==> src/rtl/program_counter_stack.sv <==
// program_counter_stack
//   Sequencer program counter with increment, absolute jump and a hardware
//   return-address stack for CALL/RET. The reset vector is configurable.
//   stack_err is a sticky flag for illegal stack use. It is set by a call on a
//   full stack or by a ret on an empty stack.
//
// Ports
//   clk         in   system clock; all state changes on the rising edge
//   rst         in   synchronous, active-high reset
//   pc_inc      in   advance add by 1 (wraps modulo 2**ADDR_W)
//   jmp         in   load add with jmp_add
//   call        in   push add+1, load add with jmp_add
//   ret         in   pop top of stack into add
//   jmp_add     in   jump/call target
//   add         out  current program address (registered)
//   sp          out  number of valid stack entries (registered)
//   stack_full  out  sp == STACK_DEPTH
//   stack_empty out  sp == 0
//   stack_err   out  sticky overflow/underflow flag (registered)
//
// Priority per cycle: rst > jmp > call > ret > pc_inc. Only one action is taken.

module program_counter_stack #(
    parameter int unsigned            ADDR_W      = 5,
    parameter int unsigned            STACK_DEPTH = 4,
    parameter logic [ADDR_W-1:0]      RESET_ADDR  = '0,
    localparam int unsigned           SP_W        = $clog2(STACK_DEPTH + 1)
) (
    input  logic              clk,
    input  logic              rst,
    input  logic              pc_inc,
    input  logic              jmp,
    input  logic              call,
    input  logic              ret,
    input  logic [ADDR_W-1:0] jmp_add,
    output logic [ADDR_W-1:0] add,
    output logic [SP_W-1:0]   sp,
    output logic              stack_full,
    output logic              stack_empty,
    output logic              stack_err
);

    // Index width for the stack array; at least one bit even for a single entry.
    localparam int unsigned IDX_W = (STACK_DEPTH > 1) ? $clog2(STACK_DEPTH) : 1;

    typedef enum logic [2:0] {
        ActHold,
        ActJmp,
        ActCall,
        ActRet,
        ActInc
    } action_e;

    logic [ADDR_W-1:0] add_q, add_d;
    logic [SP_W-1:0]   sp_q, sp_d;
    logic              err_q, err_d;

    logic [ADDR_W-1:0] stack_q [STACK_DEPTH];
    logic              push;
    logic [IDX_W-1:0]  push_idx;
    logic [IDX_W-1:0]  pop_idx;
    logic [SP_W-1:0]   sp_dec;
    logic [ADDR_W-1:0] add_inc;
    logic              full;
    logic              empty;
    action_e           action;

    assign full    = (sp_q == SP_W'(STACK_DEPTH));
    assign empty   = (sp_q == '0);
    assign add_inc = add_q + ADDR_W'(1);
    assign sp_dec  = sp_q - SP_W'(1);

    // sp is below STACK_DEPTH whenever a push happens and above zero whenever
    // a pop happens, so truncating to the array index width is lossless.
    assign push_idx = sp_q[IDX_W-1:0];
    assign pop_idx  = sp_dec[IDX_W-1:0];

    // Priority decode of the controls. Reset is handled in the register block.
    always_comb begin
        action = ActHold;
        if (jmp) begin
            action = ActJmp;
        end else if (call) begin
            action = ActCall;
        end else if (ret) begin
            action = ActRet;
        end else if (pc_inc) begin
            action = ActInc;
        end
    end

    always_comb begin
        add_d = add_q;
        sp_d  = sp_q;
        err_d = err_q;
        push  = 1'b0;
        unique case (action)
            ActJmp: begin
                add_d = jmp_add;
            end
            ActCall: begin
                if (full) begin
                    // Overflow: leave address and stack alone, just flag it.
                    err_d = 1'b1;
                end else begin
                    push  = 1'b1;
                    sp_d  = sp_q + SP_W'(1);
                    add_d = jmp_add;
                end
            end
            ActRet: begin
                if (empty) begin
                    err_d = 1'b1;
                end else begin
                    sp_d  = sp_dec;
                    add_d = stack_q[pop_idx];
                end
            end
            ActInc: begin
                add_d = add_inc;
            end
            default: ;
        endcase
    end

    always_ff @(posedge clk) begin
        if (rst) begin
            add_q <= RESET_ADDR;
            sp_q  <= '0;
            err_q <= 1'b0;
        end else begin
            add_q <= add_d;
            sp_q  <= sp_d;
            err_q <= err_d;
        end
    end

    // Stack contents are not reset; sp alone defines which entries are valid.
    always_ff @(posedge clk) begin
        if (!rst && push) begin
            stack_q[push_idx] <= add_inc;
        end
    end

    assign add         = add_q;
    assign sp          = sp_q;
    assign stack_err   = err_q;
    assign stack_full  = full;
    assign stack_empty = empty;

endmodule

==> config.mk <==
export PLATFORM = sky130hd
export DESIGN_NAME = program_counter_stack
export DESIGN_NICKNAME = d
export VERILOG_FILES = /design/src/rtl/program_counter_stack.sv
export SDC_FILE = /design/constraint.sdc
export NUM_CORES = 1
export LEC_CHECK = 0
export ABC_CLOCK_PERIOD_IN_PS = 4000
export CAP_MARGIN = 5
export CORE_MARGIN = 2
export CORE_UTILIZATION = 57
export CTS_CLUSTER_SIZE = 30
export DETAILED_ROUTE_END_ITERATION = 10
export GPL_TIMING_DRIVEN = 1
export PLACE_DENSITY = 0.83
export SYNTH_ARGS = -nofsm -noshare
export SYNTH_HDL_FRONTEND = slang
export SYNTH_SLANG_ARGS = --single-unit
==> constraint.sdc <==
create_clock -name clk -period 4 [get_ports clk]
set_input_delay 0.6 -clock clk [delete_from_list [all_inputs] [get_ports clk]]
set_output_delay 0.6 -clock clk [all_outputs]
set_load 0.02 [all_outputs]
# After elaboration in Yosys (flattened, before gate mapping)
# Memory sizes are Yosys's and may differ from the RTL's.
# Index checks and enable logic that the tools add are counted.
# word_totals
mem_bits_rw	20
register_bits	9
input_bits	11
memories	1
wordCells	41
# memory_table
name	depth	width	rd	rd_ports_with_merged_regs	wr	line	source
stack_q	4	5	1	0	1	58	logic [ADDR_W-1:0] stack_q [STACK_DEPTH];
# op_classes
eq_ne	9
addsub	3
n_mux	17
reduce_logical	8
# op_table
operator	count
case mux 5 bit (4 select lines)	1
two-way mux 3 bit	6
two-way mux 5 bit	2
AND reduction 3 bit	3
!= test 2 bit (second input constant)	4
== test 3 x 2 -> 1 bit (second input constant)	2
== test 3 bit (second input constant)	2
two-way mux 1 bit	6
case mux 3 bit (2 select lines)	1
adder 5 x 1 -> 5 bit (second input constant)	1
nonzero test 4 bit	1
adder 3 x 1 -> 3 bit (second input constant)	1
== test 3 x 1 -> 1 bit (second input constant)	1
zero test 3 bit	1
subtractor 3 x 1 -> 3 bit (second input constant)	1
case mux 1 bit (2 select lines)	1
nonzero test 2 bit	1
logical AND 1 bit	1
zero test 1 bit	1

# Longest topological paths before layout
# Gate-level depths: netlist of the first run.
# logic_depth
ltp_word	9
depth_mapped	8
mapped_depth_nobuf	6

# Worst setup path after synthesis of the first run
# No wires, ideal clock.
# synth_timing
path_type	register -> register
startpoint	register sp_q[0], in the netlist sp[0]
endpoint	register sp_q[2], in the netlist sp[2]
setup_slack_ns	1.775
period_less_slack_ns	2.225
setup_ns	0.070
t_arrival_ns	2.155
path_stages_with_launch	8
path_cell_list	dfxtp_1 -> buf_2 -> inv_1 -> ha_1 -> nor2b_1 -> o31a_1 -> or4_1 -> a21oi_1
# synth_via
elab_chain_cells	3
word_cells_on_any_way	10
cone_classes	2 x add/sub; 3 x eq/ne; 3 x mux; 2 x reduce/logical
# synth_lines
item	line	source
start, declared	55	logic [SP_W-1:0] sp_q, sp_d;
start signal, assigned	133	sp_q <= sp_d;
zero test 3 bit	69	assign empty = (sp_q == '0);
via stack_empty	39	output logic stack_empty,
!= test 2 bit (no source line)	--	
AND reduction 3 bit (no source line)	--	
# The timed path passes the listed nets, and every way through them passes these cells. The select of a mux whose other input is x is not followed.
# A chain may end at the register's enable or synchronous reset.

# Worst setup path after layout of the first run
# layout_timing
startpoint	register sp_q[0], in the netlist sp[0]
endpoint	output port stack_empty
# layout_via
elab_chain_cells	1
# layout_lines
item	line
zero test 3 bit	69
end, declared	39
# Every way passes these cells.

==> metrics.csv, run 1 <==
metric,value,unit
status,finished clean,
fmax,357,MHz
depth of the CTS H-tree,2,
critical path required time,3.40,ns
Synth Area in XOR/XNOR,2.35,%
P per Cell Area,395,nW/µm²
CTS sink cnt,29,
IO Pins,22,
Buffers on Ports,21,
critical path class,reg -> out,
Post-Route Utilization,72.0,%
die height,55.1,µm
Initial Util,60.2,%
fin crit period,2.80,ns
Rel. slew slack,50.0,%
Multi-input gate area,658,µm²
initial antenna violation count,0,
syn avg cell area,12.1,µm²
Post-synth EDFFs,20,
endpoints failing setup,0,
fraction of layout cells with a size suffix above 1,11.7,%
TritonCTS clock tree,done,
crit end category,primary output,
count of cell types in the netlist,38,
Compound-Gate Fraction of Synth Area,14.4,%
Yosys reg bits,29,
syn_nets,140,
Root Driver,clkbuf_4,
"CTS clk-pin slew, worst paths",0.09,ns
Antenna Cells,0,
Post-CTS Setup Bufs,0,
largest net degree at the start of global routing,15,
Layout Area Growth over Synthesis,19.7,%
Simple-Gate Fraction of Synth Area,14.1,%
vias in the first global route,1006,
Avg WL per Cell,18.0,µm
clk_lat worst skew,0.33,ns
largest family of logic cells by synthesized area,compound AO/OA/AOI/OAI gates,
worst hold path class,reg -> reg,
Pins Over Slew Limit,0,
fillers,187,
crit path DAT,2.20,ns
post-route DRC violation count,0,
cell taking the most area after synthesis,edfxtp_1,
clk_skew,0.0103,ns
nets@finish,161,
# hold bufs at CTS,0,
Final Non-Filler Cells,175,
Post-DRT Antenna Nets,0,
Max IR drop VDD,0.000316,V
CTS max path bufs,2,
RD Place Congestion,0.813,
Rows,18,
asr flop ratio synth,0,%
Core ar.,2480,µm²
HPWL after detailed placement,2240,µm
post-CTS resize count,0,
yosys warns,0,
register area,781,µm²
Synth Area in Adders,5.04,%
Synth Cell Area,1490,µm²
first-pass GRT wire length,4620,µm
LEAKAGE,0.625,nW
RSZ-0062 raised after global routing,no,
post-synthesis mux area share,8.23,%
sequential-to-total area share from yosys stat,52.4,%
Via Count,1103,
period utilization,69.9,%
overall power consumption,0.705,mW
startpoint types,flip-flop,
Worst Tran Pin Value,0.748,ns
WL final,3160,µm
DIE AREA,3040,µm²
number of buffers created by CTS,5,
total track usage,23.1,%
Most used DFF post-synth,edfxtp_1,
First DRT Iteration DRCs,34,
CP max FO,10,
DR vias/cell,6.30,
Cells after DPL,167,
Yosys top cell area share,40.3,%
dominant cells by area after synthesis,"edfxtp_1 (40%), dfxtp_1 (12%), mux4_2 (7.6%)",
Die W,55.1,µm
hold_ws,0.473,ns
Max Cap Violations,0,
post-route setup TNS,0,ns
total global routing overflow,0,
Hold Fails Final Rpt,0,
Gate Count Post-Synth,123,
drt first pass iters,4,
sequential cells by signal, summed over array words and instances (netlist names):
| signal | count |
|---|---|
| stack_q | 20 |
| sp | 3 |
| add | 5 |
| stack_err | 1 |
placed cells by master, fill, tap and decap left out, types with 2 or more instances in the layout:
master,n
mux4_2,5
edfxtp_1,20
o21ai_0,4
o31ai_1,2
a32o_1,2
a22oi_1,2
nor2b_1,4
ha_1,6
inv_1,6
nand3_1,4
a311oi_1,5
nor4_1,2
xnor2_1,3
dfxtp_1,9
nor3_1,2
a31oi_1,2
clkdlybuf4s50_1,21
nand2_1,6
a21oi_1,5
and3_1,4
clkbuf_4,5
nor2_1,8
final timing paths:
path / startpoint / end / slack [ns] / cells after the start
setup / recovery: sp[0] / stack_empty / 1.20 / 4
hold / removal: stack_err / stack_err / 0.47 / 2
setup reg to reg: sp[0] / add[0] / 1.54 / 6
hold reg to reg: stack_err / stack_err / 0.47 / 2
power by group:
part           leakage, nW  internal, mW  switching [mW]
Sequential           0.256         0.336          0.0132
Combinational        0.329        0.0584          0.0660
Clock               0.0399         0.130           0.101
cells by family (layout without fill, tap and decap cells):
logic type / after synthesis / count (layout)
DFF: 29 / 29
xor gates and xnor gates: 4 / 4
and+or+nand+nor: 37 / 37
muxes: 6 / 6
adders and majority gates: 6 / 6
AOI/OAI and AO/OA: 28 / 28
buffers and inverters: 13 / 35
critical path, cell delays in order, from the launching register on:
cell and delay [ns]:
dfxtp_1 0.63, inv_1 0.18, ha_1 0.32, nor2b_1 0.19, clkdlybuf4s50_1 0.55
Yosys cell counts, drive strengths merged, types with 5 or more instances:
cell,n
ha,6
a311oi,5
a21oi,5
nor2,8
nand2,6
mux4,5
inv,6
edfxtp,20
dfxtp,9
layer usage:
layer	vias up	part of all wire, %	track usage (%)
met4	0	0.98	11.0
li1	515	-	-
met2	50	49	36.1
met1	533	42	29.9
met3	5	7.7	6.18
met5	-	0	0
area by class of cell:
class	count	share of cell area [%]
clock buffers	6	2.31
clock inverters	2	1.89
inverters	6	1.26
multi-input cells	81	36.9
flip-flops and latches	29	43.8
well taps	30	2.10
repair buffers	21	11.8
stage by stage:
stage               setup slack, ns  cell area, µm²
detailed placement             1.47            1710
global route                   1.00            1780
finish                         1.20            1780
floorplan                      1.78            1490
global placement               1.50            1710
CTS                            1.17            1780
Power figures use the tool's default switching activity.
==> run 2, diff against run 1 <==
==> config.mk (replaced) <==
export PLATFORM = sky130hd
export DESIGN_NAME = program_counter_stack
export DESIGN_NICKNAME = d
export VERILOG_FILES = /design/src/rtl/program_counter_stack.sv
export SDC_FILE = /design/constraint.sdc
export NUM_CORES = 1
export LEC_CHECK = 0
export ABC_CLOCK_PERIOD_IN_PS = 2800
export CAP_MARGIN = 5
export CORE_MARGIN = 2
export CORE_UTILIZATION = 53
export CTS_CLUSTER_SIZE = 30
export DETAILED_ROUTE_END_ITERATION = 10
export GPL_TIMING_DRIVEN = 1
export PLACE_DENSITY = 0.78
export SYNTH_ARGS = -nofsm -noshare
export SYNTH_HDL_FRONTEND = slang
export SYNTH_SLANG_ARGS = --single-unit
==> constraint.sdc (replaced) <==
create_clock -name clk -period 2.8 [get_ports clk]
set_input_delay 0.42 -clock clk [delete_from_list [all_inputs] [get_ports clk]]
set_output_delay 0.42 -clock clk [all_outputs]
set_load 0.02 [all_outputs]
==> run 2 against run 1 <==
  * Utilization is 5.4 points lower
  * Clock power grew 46%
  * First-iteration DRC count grew to 3.1 times the previous value
  * Wire length down 0.47%
  * Worst setup slack got worse by 0.83 ns
  * Count of clock-buffer cells in the layout down 1
  * Final cell count up 1.7%
  * Combinational power increased by 49%
==> metrics.csv, run 2 (synthesis gave the netlist of run 1 again) <==
metric,value,unit,change
status,finished clean,,
First DRT Iteration DRCs,105,,+210%
Buffers on Ports,21,,unchanged
Worst Hold Endpoint,stack_err,,
number of buffers created by CTS,5,,unchanged
RSZ-0062 raised after global routing,no,,
min-delay src,stack_err,,
Antenna Cells,0,,unchanged
depth of the CTS H-tree,2,,unchanged
Worst Tran Pin Value,0.755,ns,+0.00634 ns
Max Cap Violations,0,,unchanged
crit end category,primary output,,
hold path cells,2,,unchanged
Max IR drop VDD,0.000485,V,+53%
fmax,412,MHz,
drt first pass iters,4,,unchanged
Switching Fraction,26.2,%,+0.68 points
fraction of layout cells with a size suffix above 1,13.6,%,+1.9 points
total track usage,22.3,%,-0.77 points
clk_skew,0.0144,ns,+0.00405 ns
endpoints failing setup,0,,unchanged
nets@finish,163,,+1.2%
post-CTS resize count,0,,unchanged
Pins Over Slew Limit,0,,unchanged
Rel. slew slack,49.6,%,-0.42 points
Post-CTS Setup Bufs,0,,unchanged
DR vias/cell,6.23,,-1.2%
R2R Path End,add[0],,
Initial Util,55.0,%,-5.2 points
WL final,3140,µm,-0.47%
clk_lat worst skew,0.34,ns,about the same
Post-DRT Antenna Nets,0,,unchanged
CTS sink cnt,29,,unchanged
"CTS clk-pin slew, worst paths",0.10,ns,about the same
TritonCTS clock tree,done,,
Core ar.,2710,µm²,+9.4%
total global routing overflow,0,,unchanged
fillers,200,,+7.0%
critical path required time,2.38,ns,-1.02 ns
Switch Pwr,0.267,mW,+48%
CTS max path bufs,2,,unchanged
Post-Route Utilization,66.6,%,-5.4 points
period utilization,86.7,%,
Hold Fails Final Rpt,0,,unchanged
internal reg-to-reg setup slack,0.68,ns,-0.86 ns
clock share of power,33.2,%,+0.4 points
Die W,57.0,µm,+3.4%
Layout Area Growth over Synthesis,21.1,%,
max reg flops,20,,unchanged
initial antenna violation count,0,,unchanged
P per Cell Area,565,nW/µm²,+43%
CP max FO,6,,-4
critical path class,reg -> out,,
"commonest non-fill, non-tap cells in the layout","clkdlybuf4s50_1 (21), edfxtp_1 (20), dfxtp_1 (9)",,
reg2reg start,sp[1],,
post-route DRC violation count,0,,unchanged
"leading cell type in the layout, fill and taps excluded",clkdlybuf4s50_1,,
vias in the first global route,1094,,+8.7%
Rows,19,,+1
RD Place Congestion,0.828,,+1.8%
post-route setup TNS,0,ns,unchanged
HPWL after detailed placement,2230,µm,-0.45%
Logic pwr share,18.2,%,+0.5 points
startpoint types,flip-flop,,
Avg WL per Cell,17.7,µm,-2.2%
Biggest register,stack_q,,
IO Pins,22,,unchanged
Root Driver,clkbuf_4,,
Reg power frac,48.6,%,-1.0 points
crit path DAT,2.01,ns,-0.19 ns
first-pass GRT wire length,5480,µm,+18%
worst hold path class,reg -> reg,,
largest net degree at the start of global routing,15,,unchanged
Via Count,1109,,+0.54%
LEAKAGE,0.634,nW,+1.4%
fin crit period,2.43,ns,
# hold bufs at CTS,0,,unchanged
DIE AREA,3250,µm²,+7.0%
R2R depth,6,,unchanged
Int Pwr,0.751,mW,+43%
die height,57.0,µm,+3.4%
[run 2: cell types whose count changed in the layout (fill, tap and decap cells not counted)]
cell,previous run,this run
clkbuf_1,1,0
buf_4,0,2
clkinvlp_4,0,1
[run 2: worst max path at each step]
stage,from,endpoint,slack [ns],cells past startpoint
floorplan,sp[0],sp[2],0.58,7
global placement,call,sp[2],0.54,5
detailed placement,call,add[0],0.47,4
CTS,sp[1],stack_empty,0.41,4
global route,sp[0],stack_empty,0.27,4
finish,sp[1],stack_empty,0.37,4
[run 2: power groups by stage]
stage          Sequential, mW  Clock [mW]  Combinational [mW]
2_1_floorplan           0.515           0               0.101
3_3_place_gp            0.503           0               0.178
4_1_cts                 0.494       0.342               0.185
5_1_grt                 0.497       0.368               0.202
6_report                0.495       0.338               0.185
3_5_place_dp            0.504           0               0.183
[run 2: area by class of cell]
class	instances	area, µm²	share of cell area, %
well taps	31	38.8	2.15
repair buffers	23	225	12.5
clock buffers	5	37.5	2.08
inverters	6	22.5	1.25
flip-flops and latches	29	781	43.3
clock inverters	3	41.3	2.29
multi-input cells	81	658	36.5
[run 2: per-stage QoR]
step                cells  total power [mW]  setup WS [ns]  hold WS, ns  cell area [µm²]
floorplan             123             0.616          0.575        0.580             1490
global placement      170             0.682          0.543        0.454             1730
detailed placement    170             0.687          0.475        0.486             1730
CTS                   178              1.02          0.407        0.510             1800
global route          178              1.07          0.267        0.568             1800
finish                178              1.02          0.372        0.507             1800
[run 2: per-layer routing]
metal  part of all wire (%)  global-route usage [%]
met1                     45                    30.6
met2                     46                    34.6
met3                    6.6                    4.76
met4                    2.1                    9.63
met5                      0                       0
[run 2: critical path, cell delays in order, from the launching register on]
cell and delay, ns:
dfxtp_1 0.36, inv_1 0.11, ha_1 0.28, nor2b_1 0.27
clkdlybuf4s50_1 0.65
